==> src/rtl/median_window_gen.sv <==
// median_window_gen: raster pixel stream -> 3x3 neighbourhood windows for a
// downstream median core. Two line buffers hold the previous two rows; a 3x3
// shift window takes one new column per accepted pixel. Only interior
// positions (row>=2, col>=2) emit a window, so stale buffer data never leaks.
// Optional macro MEDIAN_WIN_COORD_EN adds win_row_o/win_col_o (window centre).
module median_window_gen #(
  parameter int IMG_W = 16,
  parameter int IMG_H = 16,
  parameter int PIX_W = 8
) (
  input  logic               CLK,
  input  logic               RST,
  input  logic               sof_i,
  input  logic [PIX_W-1:0]   pix_i,
  input  logic               pix_valid_i,
  output logic               pix_ready_o,
  output logic [9*PIX_W-1:0] win_o,
  output logic               win_valid_o,
  input  logic               win_ready_i,
  output logic               frame_done_o
`ifdef MEDIAN_WIN_COORD_EN
  ,
  output logic [15:0]        win_row_o,
  output logic [15:0]        win_col_o
`endif
);

  localparam int CW = $clog2(IMG_W);
  localparam int RW = $clog2(IMG_H);
  localparam logic [CW-1:0] LAST_COL = CW'(IMG_W - 1);
  localparam logic [RW-1:0] LAST_ROW = RW'(IMG_H - 1);

  typedef enum logic [1:0] {IDLE, PRIME, STREAM} state_t;

  state_t            r_state;
  state_t            w_state_cur;
  state_t            w_state_next;
  logic [CW-1:0]     r_col;
  logic [RW-1:0]     r_row;
  logic [CW-1:0]     w_col;
  logic [RW-1:0]     w_row;
  logic              w_accept;
  logic              w_last_col;
  logic              w_last_pix;
  logic              w_win_load;
  logic              r_win_valid;
  logic              r_frame_done;
  logic [PIX_W-1:0]  r_lb0 [IMG_W];
  logic [PIX_W-1:0]  r_lb1 [IMG_W];
  logic [PIX_W-1:0]  w_col_data [3];

  assign pix_ready_o  = !r_win_valid || win_ready_i;
  assign w_accept     = pix_valid_i && pix_ready_o;
  // A start-of-frame pixel is placed at (0,0) regardless of the old counters.
  assign w_col        = sof_i ? '0 : r_col;
  assign w_row        = sof_i ? '0 : r_row;
  assign w_state_cur  = sof_i ? IDLE : r_state;
  assign w_last_col   = (w_col == LAST_COL);
  assign w_last_pix   = w_last_col && (w_row == LAST_ROW);

  assign win_valid_o  = r_win_valid;
  assign frame_done_o = r_frame_done;

  // Row/column position of the next pixel to be accepted.
  always_ff @(posedge CLK or negedge RST) begin
    if (!RST) begin
      r_col <= '0;
      r_row <= '0;
    end else if (w_accept) begin
      if (w_last_col) begin
        r_col <= '0;
        r_row <= (w_row == LAST_ROW) ? '0 : w_row + RW'(1);
      end else begin
        r_col <= w_col + CW'(1);
        r_row <= w_row;
      end
    end else if (sof_i) begin
      r_col <= '0;
      r_row <= '0;
    end
  end

  // FSM state register.
  always_ff @(posedge CLK or negedge RST) begin
    if (!RST) r_state <= IDLE;
    else      r_state <= w_state_next;
  end

  // FSM next state: IDLE until first pixel, PRIME for rows 0..1, STREAM after.
  always_comb begin
    w_state_next = w_state_cur;
    if (w_accept) begin
      case (w_state_cur)
        IDLE:    w_state_next = PRIME;
        PRIME:   if (w_last_col && (w_row == RW'(1))) w_state_next = STREAM;
        STREAM:  if (w_last_pix) w_state_next = IDLE;
        default: w_state_next = IDLE;
      endcase
    end
  end

  // FSM outputs: a window is produced only at interior positions.
  always_comb begin
    w_win_load = 1'b0;
    if (w_accept && (w_state_cur == STREAM) && (w_col >= CW'(2)))
      w_win_load = 1'b1;
  end

  // Line buffers: rotate the current column down one row on every accept.
  always_ff @(posedge CLK) begin
    if (w_accept) begin
      r_lb1[w_col] <= r_lb0[w_col];
      r_lb0[w_col] <= pix_i;
    end
  end

  assign w_col_data[0] = r_lb1[w_col];
  assign w_col_data[1] = r_lb0[w_col];
  assign w_col_data[2] = pix_i;

  genvar gi;
  generate
    for (gi = 0; gi < 3; gi++) begin : g_row
      logic [PIX_W-1:0] r_tap [3];

      // Shift this window row left and append the new column's pixel.
      always_ff @(posedge CLK or negedge RST) begin
        if (!RST) begin
          r_tap[0] <= '0;
          r_tap[1] <= '0;
          r_tap[2] <= '0;
        end else if (w_accept) begin
          r_tap[0] <= r_tap[1];
          r_tap[1] <= r_tap[2];
          r_tap[2] <= w_col_data[gi];
        end
      end

      assign win_o[(gi*3+0)*PIX_W +: PIX_W] = r_tap[0];
      assign win_o[(gi*3+1)*PIX_W +: PIX_W] = r_tap[1];
      assign win_o[(gi*3+2)*PIX_W +: PIX_W] = r_tap[2];
    end
  endgenerate

  // Output handshake: a new window wins over a same-cycle consume.
  always_ff @(posedge CLK or negedge RST) begin
    if (!RST) begin
      r_win_valid  <= 1'b0;
      r_frame_done <= 1'b0;
    end else if (w_win_load) begin
      r_win_valid  <= 1'b1;
      r_frame_done <= w_last_pix;
    end else if (win_ready_i) begin
      r_win_valid  <= 1'b0;
      r_frame_done <= 1'b0;
    end
  end

`ifdef MEDIAN_WIN_COORD_EN
  // Window centre coordinates, captured alongside the window.
  always_ff @(posedge CLK or negedge RST) begin
    if (!RST) begin
      win_row_o <= '0;
      win_col_o <= '0;
    end else if (w_win_load) begin
      win_row_o <= 16'(w_row) - 16'd1;
      win_col_o <= 16'(w_col) - 16'd1;
    end
  end
`else
  // No coordinate tap in this build.
`endif

endmodule

==> config.mk <==
export PLATFORM = sky130hd
export DESIGN_NAME = median_window_gen
export DESIGN_NICKNAME = d
export VERILOG_FILES = /design/src/rtl/median_window_gen.sv
export SDC_FILE = /design/constraint.sdc
export NUM_CORES = 1
export LEC_CHECK = 0
export BUFFER_PORTS_ARGS = -buffer_cell sky130_fd_sc_hd__clkbuf_2
export CAP_MARGIN = 40
export CELL_PAD_IN_SITES_DETAIL_PLACEMENT = 1
export CELL_PAD_IN_SITES_GLOBAL_PLACEMENT = 2
export CORE_MARGIN = 2
export CORE_UTILIZATION = 40
export DETAILED_ROUTE_END_ITERATION = 16
export MAX_ROUTING_LAYER = met4
export PLACE_DENSITY = 0.71
export SLEW_MARGIN = 20
export SYNTH_ARGS = -nofsm -noshare
export SYNTH_HDL_FRONTEND = slang
export SYNTH_SLANG_ARGS = --single-unit
==> constraint.sdc <==
create_clock -name CLK -period 3.1 [get_ports CLK]
set_input_delay 0.62 -clock CLK [delete_from_list [all_inputs] [get_ports CLK]]
set_output_delay 0.62 -clock CLK [all_outputs]
set_load 0.02 [all_outputs]
# == After elaboration in Yosys (flattened, before gate mapping) ==
# Memory sizes are Yosys's and may differ from the RTL's. A register that Yosys moved wholly into a read port is not among the register bits.
# Cells that the tools add are included.
# totals
register_bits,76
ramBits,256
in_bits,13
output_inout_bits,75
wordCells,51
n_memories,2
# classes
addsub,2
magnitude_cmp,1
n_eq_ne,5
muxes,18
reduce_logical,10
# mem_list
name,depth,width,rd,rd_ports_with_merged_regs,write_ports,line_no,rtl
r_lb0,16,8,1,0,1,48,logic [PIX_W-1:0] r_lb0 [IMG_W];
r_lb1,16,8,1,1,1,49,logic [PIX_W-1:0] r_lb1 [IMG_W];
# ops
op,n
4-bit two-way mux,7
4-bit by 1-bit adder with 4-bit output (second input constant),2
4-bit == test (second input constant),2
2-bit two-way mux,4
1-bit two-way mux,6
2-bit one-hot mux with 3 select lines,1
1-bit logical AND,5
4-bit by 1-bit == test with 1-bit output (second input constant),1
4-bit by 2-bit >= comparator with 1-bit output (second input constant),1
2-bit by 1-bit == test with 1-bit output (second input constant),1
2-bit == test (second input constant),1
1-bit logical NOT,2
2-bit logical NOT,1
2-bit nonzero test,1
1-bit logical OR,1

# == Logic depth before layout (Yosys ltp) ==
# logic_depth
ltp_word,7
depth_mapped,11

# == Least setup slack after synthesis ==
# Ideal clock, no wire load.
# synth_path
path_type,input to register
from,in win_ready_i
to,mem r_lb0[0][0] (enable)
setup_time_ps,388
arrival_ps,2505
slack_ps,206
path_stages,6
path_buffers,2
cell_sequence,nand2b_1 and2_1 clkbuf_1 clkbuf_1 nand2_1 nor2_1
# synth_between
elab_chain_cells,4
# synth_lines
item,line_no,rtl
start: declaration,19,"input logic win_ready_i,"
1-bit logical OR,52,assign pix_ready_o = !r_win_valid || win_ready_i;
1-bit logical AND,53,assign w_accept = pix_valid_i && pix_ready_o;
1-bit two-way mux,111,if (w_accept) begin
1-bit two-way mux (not written as such),113,r_lb0[w_col] <= pix_i;
end: declaration,48,
# Every way passes these cells.

==> run metrics <==
CTS tree=built; kind of critical path=flop to flop; DRC viols=0; Synth async-reset ratio=24.71%; HP Class=input pin to async pin; Mean Syn Cell Area=about 13 sq um; status=finished, final reports clean; final setup violation count=0; # rows=67; grt met3 use=about 3%; Hold Fails Final Rpt=0; worst vdd ir=290.1 uV; synth top area cells=edfxtp_1 57%, dfrtp_1 16%, nand2_1 7.9%; WL per Instance=23.14 um; worst-skew pair later-pin latency=~0.52 ns; cells after synthesis=1003; Power per Cell Area=687.5 nW/um^2; Placement Setup Slack=0.2326 ns; GRT Max-Usage Layer=met2; first-pass GRT wire length=approximately 57 mm; leakage power=6.179 nW; area leader, netlist=edfxtp_1; drt initial violations=540; min Tclk post-route=2.878 ns; CTS sink count=340; Clock Pin Slew Worst Setup and Hold Paths=about 0.060 ns; Max FO, Critical Path=18; DIE WIDTH=187.1 um; CP endpoint kind=flop; Fin Hold WS=roughly 0.11 ns; Synth Register Bits=340; drt pass-1 iters=5; final cell count without fillers=1619; Post-CTS Setup Bufs=0; Placed Area=14780 sq um; core area=33280 sq um; Post-CTS Resized=0; IO Pins=88; Final Worst Setup Slack=0.2219 ns; total track usage=between 20% and 30%; Slew Limit Fails=0; Num CTS Buffers=39; Area growth syn-to-layout=19.33%; Ys Warns=0; number of global-route vias before repair=8806; Achievable Freq=347.5 MHz; total number of vias=8520; n_diodes=0; Final GP Congestion=0.8331; setup tns final=0 ns; fillers=3448; post-route ant nets=0; clock skew=0.01892 ns; Die Area=roughly 35000 sq um; share of post-route cells with drive strength above 1=19.81%; Synth Net Count=1021; WP data required=3.22 ns; largest net degree at the start of global routing=46; Top FF cell, synth=edfxtp_1; number of vias per cell=between 5 and 6; Initial Utilization=40.29%; post-synthesis sequential area ratio=73.00%; max_cap viols=0; CP Launch Type=flop; Post-synth EDFFs=256; Hold Buf Count CTS=0; Max clock buf depth=3; final-stage net count=between 1000 and 1500; clock root buffer=clkbuf_16; synth cell count leaders=281 x nand2_1, 256 x edfxtp_1, 84 x dfrtp_1; GRT met2 Usage=34.87%; die height=187.1 um; worst rel slew slack=59.49%; CTS H-Tree Depth=2; placed insts=1552; met1 usage=31.05%; Final Instance Area=16000 sq um; total wire length=37.46 mm; synthesized area=between 10000 and 15000 sq um; top-area cell type share of the netlist area=57.32%; initial antenna violation count=0; synth unique cells=58; GRT overflow=0; RSZ-0062 raised after global routing=no; measured slew at the worst slew-check pin=0.6020 ns; Final Power=11.00 mW; WP data arrival=3.00 ns; fin crit share=92.84%; Port Buf Inserts=87; count leader, synth=nand2_1; Core Util, Final=48.08%; post-DP HPWL=24.75 mm
[state kept, by name, summed over array words and instances (netlist names)]
signal        cells
r_state           2
r_lb0           128
frame_done_o      1
win_valid_o       1
r_col             4
r_row             4
win_o            72
r_lb1           128
[power by group]
group	leakage [nW]	switching, mW	internal, mW	total, mW
clock network	0.588	1.76	2.66	4.42
logic	2.24	0.836	0.400	1.24
registers	3.35	0.170	5.17	5.34
total	6.18	2.77	8.24	11.0
[cell families after synthesis]
kind of cell,after synthesis,share of synthesized area [%]
multiplexers,34,2.995
AO/OA/AOI/OAI,136,7.016
adder cells (fa/ha/maj),5,0.4665
flip-flops,340,73.00
buffers and inverters,65,2.491
XOR/XNOR,6,0.3919
AND/OR/NAND/NOR,417,13.64
[routing by layer]
layer,wire length [um],part of all wire [%]
met1,17500,47
met5,0,0
met4,779,2.1
met2,17580,47
met3,1601,4.3
[final timing paths]
check | from | endpoint | slack (ns) | cells after the start
max | r_col[0] | r_lb1[3][1] | 0.22 | 5
max in group asynchronous | RST | win_o[43] | 2.31 | 2
min reg2reg | win_o[52] | win_o[52] | 0.47 | 2
min | RST | win_o[10] | 0.11 | 1
max reg2reg | r_col[0] | r_lb1[3][1] | 0.22 | 5
min in group CLK | win_o[52] | win_o[52] | 0.47 | 2
[critical path, stage by stage (launching register included)]
cell     delay (ns)
dfrtp_4        0.64
and3b_1        0.36
and2_0         0.34
a22o_1         0.25
nor4_1         0.43
nand2_1        0.44
[area by class of cell]
class | count | area [sq um] | share of cell area [%]
Sequential cell | 340 | 9793 | 61.20
Multi-Input combinational cell | 598 | 3292 | 20.57
Timing Repair Buffer | 163 | 1121 | 7.006
Clock buffer | 49 | 1066 | 6.661
Tap cell | 448 | 560.5 | 3.503
Clock inverter | 18 | 156.4 | 0.9773
Inverter | 3 | 13.76 | 0.08600
[layout by cell type, fill, tap and decap left out, drive strengths merged, types with 5 or more instances in the layout]
| cell | Yosys | routed |
|---|---|---|
| a211oi | 38 | 38 |
| a21oi | 26 | 26 |
| a22o | 5 | 5 |
| a311oi | 17 | 17 |
| a31oi | 14 | 14 |
| buf | 38 | 77 |
| clkbuf | 24 | 135 |
| clkinv | 0 | 13 |
| dfrtp | 84 | 84 |
| edfxtp | 256 | 256 |
| ha | 5 | 5 |
| mux2 | 6 | 6 |
| mux2i | 24 | 24 |
| nand2 | 281 | 281 |
| nand2b | 6 | 6 |
| nand3 | 17 | 17 |
| nor2 | 39 | 39 |
| nor2b | 36 | 36 |
| nor4 | 13 | 13 |
| o21ai | 13 | 13 |
| o22ai | 11 | 11 |
| xnor2 | 5 | 5 |
(Power assumes the default switching activity.)
